File: src/rtl/accum_frame_ctrl.sv
// accum_frame_ctrl: frame accumulator around a 32-bit carry-bypass adder.
// Optional saturation when ACC_SAT_EN is defined (wrap when undefined).

module CarryBypassAdder #(
  parameter int N = 32
) (
  input  logic [N-1:0] A,
  input  logic [N-1:0] B,
  input  logic         Cin,
  output logic [N-1:0] Sum
);
  localparam int BW = 4;
  localparam int NB = N / BW;

  logic w_c;
  logic w_rc;
  logic w_p;

  // Ripple inside each 4-bit block, skip the block when all bits propagate
  always_comb begin
    Sum  = '0;
    w_c  = Cin;
    w_rc = 1'b0;
    w_p  = 1'b0;
    for (int b = 0; b < NB; b++) begin
      w_rc = w_c;
      w_p  = 1'b1;
      for (int i = 0; i < BW; i++) begin
        Sum[b*BW+i] = A[b*BW+i] ^ B[b*BW+i] ^ w_rc;
        w_rc = (A[b*BW+i] & B[b*BW+i]) |
               ((A[b*BW+i] ^ B[b*BW+i]) & w_rc);
        w_p  = w_p & (A[b*BW+i] ^ B[b*BW+i]);
      end
      w_c = w_p ? w_c : w_rc;
    end
  end
endmodule

module accum_frame_ctrl #(
  parameter int LEN_W = 8
) (
  input  logic             clk,
  input  logic             rst_n,
  input  logic             start,
  input  logic [LEN_W-1:0] len,
  input  logic             in_valid,
  output logic             in_ready,
  input  logic [31:0]      in_data,
  input  logic             in_sub,
  output logic             busy,
  output logic             out_valid,
  input  logic             out_ready,
  output logic [31:0]      out_sum,
  output logic             out_ovf
);
  typedef enum logic [1:0] {
    S_IDLE,
    S_ACCUM,
    S_DONE
  } state_t;

  state_t           r_state;
  logic [31:0]      r_acc;
  logic [LEN_W-1:0] r_cnt;
  logic             r_ovf;
  logic             r_in_ready;
  logic             r_busy;
  logic             r_out_valid;

  logic [31:0] w_b;
  logic [31:0] w_sum;
  logic        w_ovf_now;
  logic [31:0] w_acc_nxt;

  assign w_b = in_sub ? ~in_data : in_data;

  CarryBypassAdder #(.N(32)) u_add (
    .A   (r_acc),
    .B   (w_b),
    .Cin (in_sub),
    .Sum (w_sum)
  );

  // Signed overflow: operands agree in sign, result does not
  assign w_ovf_now = (r_acc[31] == w_b[31]) &&
                     (w_sum[31] != r_acc[31]);

`ifdef ACC_SAT_EN
  // Clamp toward the sign of the running total
  assign w_acc_nxt = !w_ovf_now ? w_sum :
                     r_acc[31] ? 32'h8000_0000 :
                                 32'h7FFF_FFFF;
`else
  assign w_acc_nxt = w_sum;
`endif

  // Frame FSM with registered handshake outputs
  always_ff @(posedge clk or negedge rst_n) begin
    if (!rst_n) begin
      r_state     <= S_IDLE;
      r_acc       <= '0;
      r_cnt       <= '0;
      r_ovf       <= 1'b0;
      r_in_ready  <= 1'b0;
      r_busy      <= 1'b0;
      r_out_valid <= 1'b0;
    end else begin
      unique case (r_state)
        S_IDLE: begin
          if (start) begin
            r_acc  <= '0;
            r_ovf  <= 1'b0;
            r_cnt  <= len;
            r_busy <= 1'b1;
            if (len != '0) begin
              r_state    <= S_ACCUM;
              r_in_ready <= 1'b1;
            end else begin
              r_state     <= S_DONE;
              r_out_valid <= 1'b1;
            end
          end
        end
        S_ACCUM: begin
          if (in_valid) begin
            r_acc <= w_acc_nxt;
            r_ovf <= r_ovf | w_ovf_now;
            r_cnt <= r_cnt - LEN_W'(1);
            if (r_cnt == LEN_W'(1)) begin
              r_state     <= S_DONE;
              r_in_ready  <= 1'b0;
              r_out_valid <= 1'b1;
            end
          end
        end
        S_DONE: begin
          if (out_ready) begin
            r_state     <= S_IDLE;
            r_out_valid <= 1'b0;
            r_busy      <= 1'b0;
          end
        end
        default: begin
          r_state     <= S_IDLE;
          r_in_ready  <= 1'b0;
          r_busy      <= 1'b0;
          r_out_valid <= 1'b0;
        end
      endcase
    end
  end

  assign in_ready  = r_in_ready;
  assign busy      = r_busy;
  assign out_valid = r_out_valid;
  assign out_sum   = r_acc;
  assign out_ovf   = r_ovf;
endmodule

File: config.mk
export PLATFORM = sky130hd
export DESIGN_NAME = accum_frame_ctrl
export DESIGN_NICKNAME = d
export VERILOG_FILES = /design/src/rtl/accum_frame_ctrl.sv
export SDC_FILE = /design/constraint.sdc
export NUM_CORES = 1
export LEC_CHECK = 0
export ABC_AREA = 1
export CAP_MARGIN = 5
export CORE_MARGIN = 3
export CORE_UTILIZATION = 46
export CTS_CLUSTER_SIZE = 25
export DETAILED_ROUTE_END_ITERATION = 6
export PLACE_DENSITY = 0.77
export REMOVE_ABC_BUFFERS = 1
export SLEW_MARGIN = 25
export SYNTH_ARGS = -nofsm -noshare
export SYNTH_HDL_FRONTEND = slang
export SYNTH_SLANG_ARGS = --single-unit
export TNS_END_PERCENT = 30
File: constraint.sdc
create_clock -name clk -period 13.9 [get_ports clk]
set_input_delay 2.78 -clock clk [delete_from_list [all_inputs] [get_ports clk]]
set_output_delay 2.78 -clock clk [all_outputs]
set_load 0.005 [all_outputs]
==> impl_metrics.tcl, run 1 <==
set metrics [dict create \
    outcome "finished, violations left" \
    failed_checks "negative setup slack" \
    initial_core_util_pct 48.1 \
    drive_gt1_share_pct 39.8 \
    crit_path_top_delay_cell "fa_2" \
    insertion_delay_ps 310 \
    most-common-layout-cells "buf_4, clkdlybuf4s50_1, dfrtp_1, fa_2" \
    numCtsBuffers 5 \
    die_y_microns 93.5 \
    cts.sinks 46 \
    relSlewSlack_pct 40.7 \
    antennaDiodeCount 0 \
    port_buffers 81 \
    pin_count 82 \
    nets 624 \
    drt-met1-wl_microns 4430 \
    coreArea_sq_um 7330 \
    drtIter0Drc 197 \
    critPathMostFrequentCell "fa_2" \
    drv_slew 0 \
    htreeDepth 2 \
    avgSynthCellArea_sq_um 10.7 \
    setup_slack_ps -2180 \
    grt_pass1_wl_microns 18000 \
    post-route-min-period_ps 16080 \
    required_ps 14120 \
    ant_nets 0 \
    hold_violations 0 \
    floorplan.die_area_sq_um 8750 \
    setup_viol 8 \
    tightest_slew_ps 888 \
    cts_buffer_depth 2 \
    overflow 0 \
    regArea_sq_um 1150 \
    dr_wl_met3_microns 541 \
    drc 0 \
    gp_congestion 0.836 \
    syn_area_sq_um 3520 \
    rows 31 \
    antenna_found_initial 0 \
    cp-end-kind "register" \
    final_common_cell "buf_4" \
    cts_hold_buffers 0 \
    die_x_microns 93.5 \
    crit_fanout 3 \
    synth_seq_cells 46 \
    place_ws_ps -3960 \
    post-route-period-util_pct 116 \
    first_pass_iters 4 \
    root_buffer "clkbuf_8" \
    place_hpwl_microns 5810 \
    whs_ps 497 \
    grt_pass1_vias 3526 \
    wl_per_cell_microns 18.0 \
    drv_cap 0 \
    yosys_warnings 0 \
    wl_microns 11100 \
    powerDensity_nw_per_um2 206 \
    grt_use_total_pct 26.8 \
    peakVddDrop_mv 0.102 \
    fill_cells 444 \
    grt_setup_unrepaired "yes" \
    areaGrowthSynthToFinish_pct 56.5 \
    synthCells 329 \
    cp-start-kind "input pin" \
    routed.top_layer "met4" \
    met2_length_microns 5650 \
    yosysSeqAreaShare_pct 32.7 \
    grt_max_degree 47 \
    synth_cell_types 36 \
    crit_type "in2reg" \
    skew_ps 9.80 \
    cp.arrival_ps 16300 \
    vias 3243 \
    critical_path.max_stage_delay_ps 410 \
    setup_tns_ps -11680 \
    vias_per_cell 5.24 \
    multi_input_comb_area_sq_um 2340 \
    clkSlewWorstSetupHoldPaths_ps 80 \
    cts_tree "yes" \
    hold_path.class "reg2reg" \
    max_freq_mhz 62.2 \
    p_leak_nw 2.62 \
]
## report_power, final
part	switching [mW]	leakage [nW]	internal [mW]	total, mW
combinational	0.338	1.99	0.444	0.782
clock	0.0481	0.0482	0.0403	0.0884
sequential	0.0755	0.584	0.192	0.267
## area by class of cell
class                           instances  area share [%]
Timing Repair Buffer                  194            30.2
Inverter                               38            2.59
Clock buffer                            7            1.56
Sequential cell                        46            20.9
Multi-Input combinational cell        234            42.4
Clock inverter                          1          0.0907
Tap cell                               99            2.24
## flip-flops by register name (all words and copies together), names as in the netlist
register,flops
busy,1
in_ready,1
out_ovf,1
out_sum,32
out_valid,1
r_cnt,8
r_state,2
## final timing paths
kind                       cells after the start     endpoint  slack (ps)  startpoint
max in group asynchronous                      1     r_cnt[7]       11000       rst_n
min reg2reg                                    2         busy         500        busy
min                                            2         busy         500        busy
max                                           53  out_sum[30]       -2180      in_sub
max reg2reg                                   54  out_sum[30]         -50  out_sum[0]
min in group asynchronous                      1     r_cnt[5]        2480       rst_n
## metrics by stage
stage	util, %	std cells	power, mW	cell area [sq um]
finish	75.3	619	1.14	5520
global route	75.3	619	1.22	5520
CTS	74.5	620	1.05	5460
detailed placement	61.5	517	0.755	4510
global placement	61.5	517	0.728	4510
floorplan	-	318	0.544	3440
## critical path: cells and delay by family
kind / cells / cell delay, ps
fa+ha+maj: 30 / 11020
compound gates: 3 / 420
simple gates: 14 / 1630
buf+inv: 6 / 420
## synthesized netlist by cell type, drive strengths merged
cell | instances | share of area (%)
o21ai | 14 | 2.2
fa | 30 | 17
nor3 | 2 | 0.43
buf | 11 | 2.3
nor4 | 1 | 0.35
nor2 | 16 | 3.1
and2 | 2 | 0.35
o21a | 1 | 0.21
xor2 | 30 | 7.5
a22o | 29 | 7.2
ha | 29 | 10
nand4 | 7 | 1.2
o21ba | 1 | 0.28
nor3b | 1 | 0.35
or2 | 4 | 0.71
o221ai | 4 | 1.2
o22ai | 1 | 0.18
nand3 | 10 | 1.4
or4 | 1 | 0.32
dfrtp | 46 | 33
o211ai | 3 | 0.78
nand2 | 36 | 3.9
a21oi | 9 | 1.3
inv | 38 | 4.0
xnor2 | 3 | 0.75
## layer usage
layer / vias to the layer above / GRT usage [%]
li1: 1466 / -
met1: 1605 / 31.8
met2: 133 / 46.2
met3: 39 / 4.42
met4: 0 / 14.3
met5: - / 0
## logic make-up (layout without fill, tap and decap cells)
logic type	count (synthesis)	in the layout	synth area share, %
xor gates and xnor gates	33	33	8.20
DFF	46	46	32.7
and+or+nand+nor	80	80	12.2
buffers and inverters	49	240	6.32
adders and majority gates	59	59	27.3
AOI/OAI and AO/OA	62	62	13.3
## repair_timing
action	4_1_cts	5_1_grt
setup buffers	98	2
resized for setup	69	14
pin swaps	22	6
endpoints found under the setup margin	11	9
cloned	0	0
No activity file was read; power rests on OpenSTA's default activity.
==> inputs of run 2 (changes only) <==
CORE_UTILIZATION = 51   (was 46)
PLACE_DENSITY = 0.81   (was 0.77)
clock period = 17 ns   (was 13.9 ns; I/O delays follow)
==> impl_metrics.tcl, run 2 (same netlist as run 1, synthesis figures left out) <==
set metrics [dict create \
    outcome "completed" \
    antennaDiodeCount 0 \
    crit_fanout 2 \
    regArea_sq_um 1150 \
    vias_per_cell 5.26 \
    setup_slack_ps 187 \
    grt_use_total_pct 20.3 \
    die_y_microns 89.1 \
    critPathMostFrequentCell "fa_2" \
    insertion_delay_ps 290 \
    multi_input_comb_area_sq_um 2230 \
    rows 29 \
    drv_slew 0 \
    whs_ps 502 \
    crit_path_top_delay_cell "clkdlybuf4s50_1" \
    cp-end-kind "register" \
    top_usage_layer "met2" \
    peakVddDrop_mv 0.0669 \
    overflow 0 \
    largest_reg_flops 32 \
    finalNonFillerCells 495 \
    coreArea_sq_um 6530 \
    use_met2_pct 33.2 \
    numCtsBuffers 5 \
    nets 522 \
    clkSlewWorstSetupHoldPaths_ps 80 \
    critical_path.max_stage_delay_ps 420 \
    dpl.cell_count 486 \
    areaGrowthSynthToFinish_pct 30.6 \
    drc 0 \
    place_ws_ps -1480 \
    required_ps 17210 \
    tightest_slew_ps 841 \
    drtIter0Drc 54 \
    max_freq_mhz 59.5 \
    grt_pass1_vias 2682 \
    cts_tree "yes" \
    post-route-period-util_pct 98.9 \
    utilization_pct 70.5 \
    floorplan.die_area_sq_um 7940 \
    drv_cap 0 \
    grt_max_degree 34 \
    initial_core_util_pct 54.0 \
    skew_ps 4.42 \
    hold_violations 0 \
    relSlewSlack_pct 43.8 \
    ant_nets 0 \
    p_total_uw 688 \
    gp_congestion 0.877 \
    wl_per_cell_microns 15.3 \
    cts.sinks 46 \
    most-common-layout-cells "clkdlybuf4s50_1, dfrtp_1, inv_1, nand2_1, xor2_1" \
    first_pass_iters 4 \
    grtUsageMet3_pct 4.33 \
    root_buffer "clkbuf_8" \
    cp-start-kind "input pin" \
    wl_microns 7560 \
    drive_gt1_share_pct 17.9 \
    grt_setup_unrepaired "yes" \
    die_x_microns 89.1 \
    grt_pass1_wl_microns 12600 \
    hold_path.class "reg2reg" \
    powerDensity_nw_per_um2 150 \
    cts_hold_buffers 0 \
    post-route-min-period_ps 16810 \
    fill_cells 497 \
    use_met1_pct 28.0 \
    pin_count 82 \
    final_common_cell "clkdlybuf4s50_1" \
    antenna_found_initial 0 \
    setup_viol 0 \
    place_hpwl_microns 5740 \
    crit_type "in2reg" \
    p_leak_nw 2.15 \
    htreeDepth 2 \
    cts_buffer_depth 2 \
    port_buffers 81 \
    cp.arrival_ps 17030 \
    vias 2606 \
]
## run 2: changes by cell type in the layout (fill, tap and decap cells not counted), sizes merged
cell	previous run	this run
buf	117	13
clkdlybuf4s50	77	78
dlygate4sd2	0	1
## run 2: layout make-up
cell class,instances,share of cell area [%]
clock buffer,7,1.87
clock inverter,1,0.109
inverter,38,3.10
multi-input combinational,234,48.4
sequential,46,25.0
tap,77,2.09
timing repair buffer,92,19.4
## run 2: where the power goes
part	leakage [nW]	internal [mW]	switching, mW
Combinational	1.52	0.214	0.191
Clock	0.0482	0.0329	0.0356
Sequential	0.584	0.157	0.0577
## run 2: worst paths after layout
| kind | startpoint | cells after the start | endpoint | slack [ps] |
|---|---|---|---|---|
| max in group asynchronous | rst_n | 2 | out_sum[21] | 13410 |
| hold reg to reg | out_valid | 1 | out_valid | 500 |
| setup / recovery | in_data[1] | 53 | out_sum[30] | 190 |
| setup reg to reg | out_sum[0] | 54 | out_sum[30] | 3200 |
| min in group asynchronous | rst_n | 1 | r_cnt[5] | 3070 |
| hold / removal | out_valid | 1 | out_valid | 500 |
## run 2: stage by stage
stage	setup TNS, ps	instance area [sq um]
finish	0	4600
global placement	-5190	4410
detailed placement	-6550	4430
global route	-595	4600
floorplan	-866	3440
CTS	0	4590
## run 2: critical path: cells and delay by family
family | cells | cell delay [ps]
adders and majority gates | 30 | 10660
AOI/OAI and AO/OA | 2 | 230
xor gates and xnor gates | 1 | 180
and+or+nand+nor | 14 | 1850
buffers and inverters | 6 | 740
## run 2: routing by layer
metal / up-vias / part of all wire, %
li1: 1252 / -
met1: 1276 / 45
met3: 4 / 5.4
met2: 74 / 49
met5: - / 0
met4: 0 / 0.50
## run 2: repair_timing
| item | 4_1_cts | 5_1_grt |
|---|---|---|
| buffers inserted | 1 | 0 |
| gates resized for setup | 26 | 7 |
| hold endpoints to repair | 0 | 0 |
| pin swaps | 3 | 0 |
| endpoints found under the setup margin | 6 | 4 |
==> inputs of run 3 (changes only) <==
PLACE_DENSITY = default   (was 0.81)
PLACE_DENSITY_LB_ADDON = 0.2   (was default)
==> impl_metrics.tcl, run 3 (same netlist as run 1, synthesis figures left out) <==
set metrics [dict create \
    outcome "completed" \
    max_freq_mhz 59.6 \
    crit_type "in2reg" \
    powerDensity_nw_per_um2 161 \
    pwr-share-comb_pct 59.3 \
    first_pass_iters 4 \
    p_total_uw 775 \
    crit_fanout 4 \
    worstHoldEndpoint "busy" \
    p_seq_share_pct 27.5 \
    cts.sinks 46 \
    regArea_sq_um 1150 \
    worstReg2RegEnd "out_sum[30]" \
    tightest_slew_ps 832 \
    post-route-period-util_pct 98.7 \
    root_buffer "clkbuf_8" \
    drtIter0Drc 100 \
    grt_max_degree 47 \
    critical_path.max_stage_delay_ps 410 \
    nets 542 \
    floorplan.die_area_sq_um 7940 \
    most-common-layout-cells "clkdlybuf4s50_1, dfrtp_1, inv_1, buf_4, nand2_1" \
    hp-start "busy" \
    swShare_pct 38.8 \
    intPower_uw 474 \
    finalInstanceArea_sq_um 4810 \
    post-route-min-period_ps 16780 \
    antennaDiodeCount 0 \
    areaGrowthSynthToFinish_pct 36.6 \
    grt_pass1_wl_microns 13700 \
    drv_cap 0 \
    place_hpwl_microns 5600 \
    rows 29 \
    numCtsBuffers 5 \
    place_area_sq_um 4430 \
    cts_buffer_depth 2 \
    grt_setup_unrepaired "yes" \
    peakVddDrop_mv 0.0776 \
    insertion_delay_ps 300 \
    cp-start-kind "input pin" \
    relSlewSlack_pct 44.4 \
    initial_core_util_pct 54.0 \
    crit_path_top_delay_cell "fa_2" \
    hold_path.class "reg2reg" \
    critPathMostFrequentCell "fa_2" \
    wl_microns 8000 \
    grt_pass1_vias 2954 \
    min_path_cells 2 \
    dpl.cell_count 487 \
    port_buffers 81 \
    final_common_cell "clkdlybuf4s50_1" \
    reg2reg_from "out_sum[0]" \
    largest_reg_flops 32 \
    utilization_pct 73.7 \
    finalNonFillerCells 515 \
    gp_congestion 0.884 \
    overflow 0 \
    whs_ps 505 \
    setup_viol 0 \
    pwr-share-clk_pct 13.2 \
    r2r_cells 69 \
    cts_hold_buffers 0 \
    multi_input_comb_area_sq_um 2250 \
    skew_ps 8.59 \
    drive_gt1_share_pct 23.3 \
    die_x_microns 89.1 \
    cts_tree "yes" \
    p_leak_nw 2.26 \
    drc 0 \
    ant_nets 0 \
    antenna_found_initial 0 \
    cp-end-kind "register" \
    cp.arrival_ps 16990 \
    reg2reg_slack_ps 3040 \
    wl_per_cell_microns 15.5 \
    grt_use_total_pct 22.2 \
    htreeDepth 2 \
    p_switching_uw 301 \
    required_ps 17220 \
    drv_slew 0 \
    vias_per_cell 5.25 \
    fill_cells 482 \
    die_y_microns 89.1 \
    clkSlewWorstSetupHoldPaths_ps 90 \
    hold_violations 0 \
    coreArea_sq_um 6530 \
    vias 2705 \
    pin_count 82 \
]
-- run 3: power by group through the flow --
stage	sequential [mW]	clock [mW]	combinational (mW)
after floorplan	0.208	0	0.237
after global placement	0.212	0	0.381
after detailed placement	0.213	0	0.398
after CTS	0.214	0.103	0.454
after global routing	0.223	0.109	0.519
final	0.213	0.102	0.460
-- run 3: repair_timing --
| item | CTS | global route |
|---|---|---|
| buffers inserted | 20 | 0 |
| pin swaps | 7 | 7 |
| endpoints found under the hold margin | 0 | 0 |
| setup endpoints to repair | 6 | 4 |
| gates resized for setup | 29 | 14 |
-- run 3: stage by stage --
| step | TNS (ps) | setup slack, ps |
|---|---|---|
| after floorplan | -866 | -340 |
| after global placement | -5720 | -1340 |
| after detailed placement | -7480 | -1670 |
| after CTS | -253 | -122 |
| after global routing | -590 | -243 |
| final | 0 | 221 |
-- run 3: critical path, delay by kind of cell --
family          cells  cell delay [ps]
fa+ha+maj          26             9370
compound gates      2              260
buf+inv            25             2240
simple gates       14             1540
xor+xnor            1              200
-- run 3: layout make-up --
cell class                      instances  area share [%]
Sequential cell                        46            23.9
Inverter                               38            2.96
Timing Repair Buffer                  112            21.5
Clock inverter                          2            1.25
Multi-Input combinational cell        234            46.6
Tap cell                               77            2.00
Clock buffer                            6            1.72
-- run 3: worst max path at each step --
stage               cells after the start          end       start
floorplan                              52  out_sum[30]      in_sub
global placement                       54  out_sum[30]  in_data[0]
detailed placement                     54  out_sum[30]  in_data[0]
CTS                                    53  out_sum[30]  in_data[1]
global route                           68  out_sum[30]      in_sub
finish                                 68  out_sum[30]      in_sub
-- run 3: routing by layer --
layer	wire (microns)	part of all wire, %	track usage [%]	vias to the layer above
li1	-	-	-	1298
met5	0	0	0	-
met3	371	4.6	4.70	14
met2	3970	50	38.0	74
met1	3550	44	28.6	1319
met4	104	1.3	5.68	0
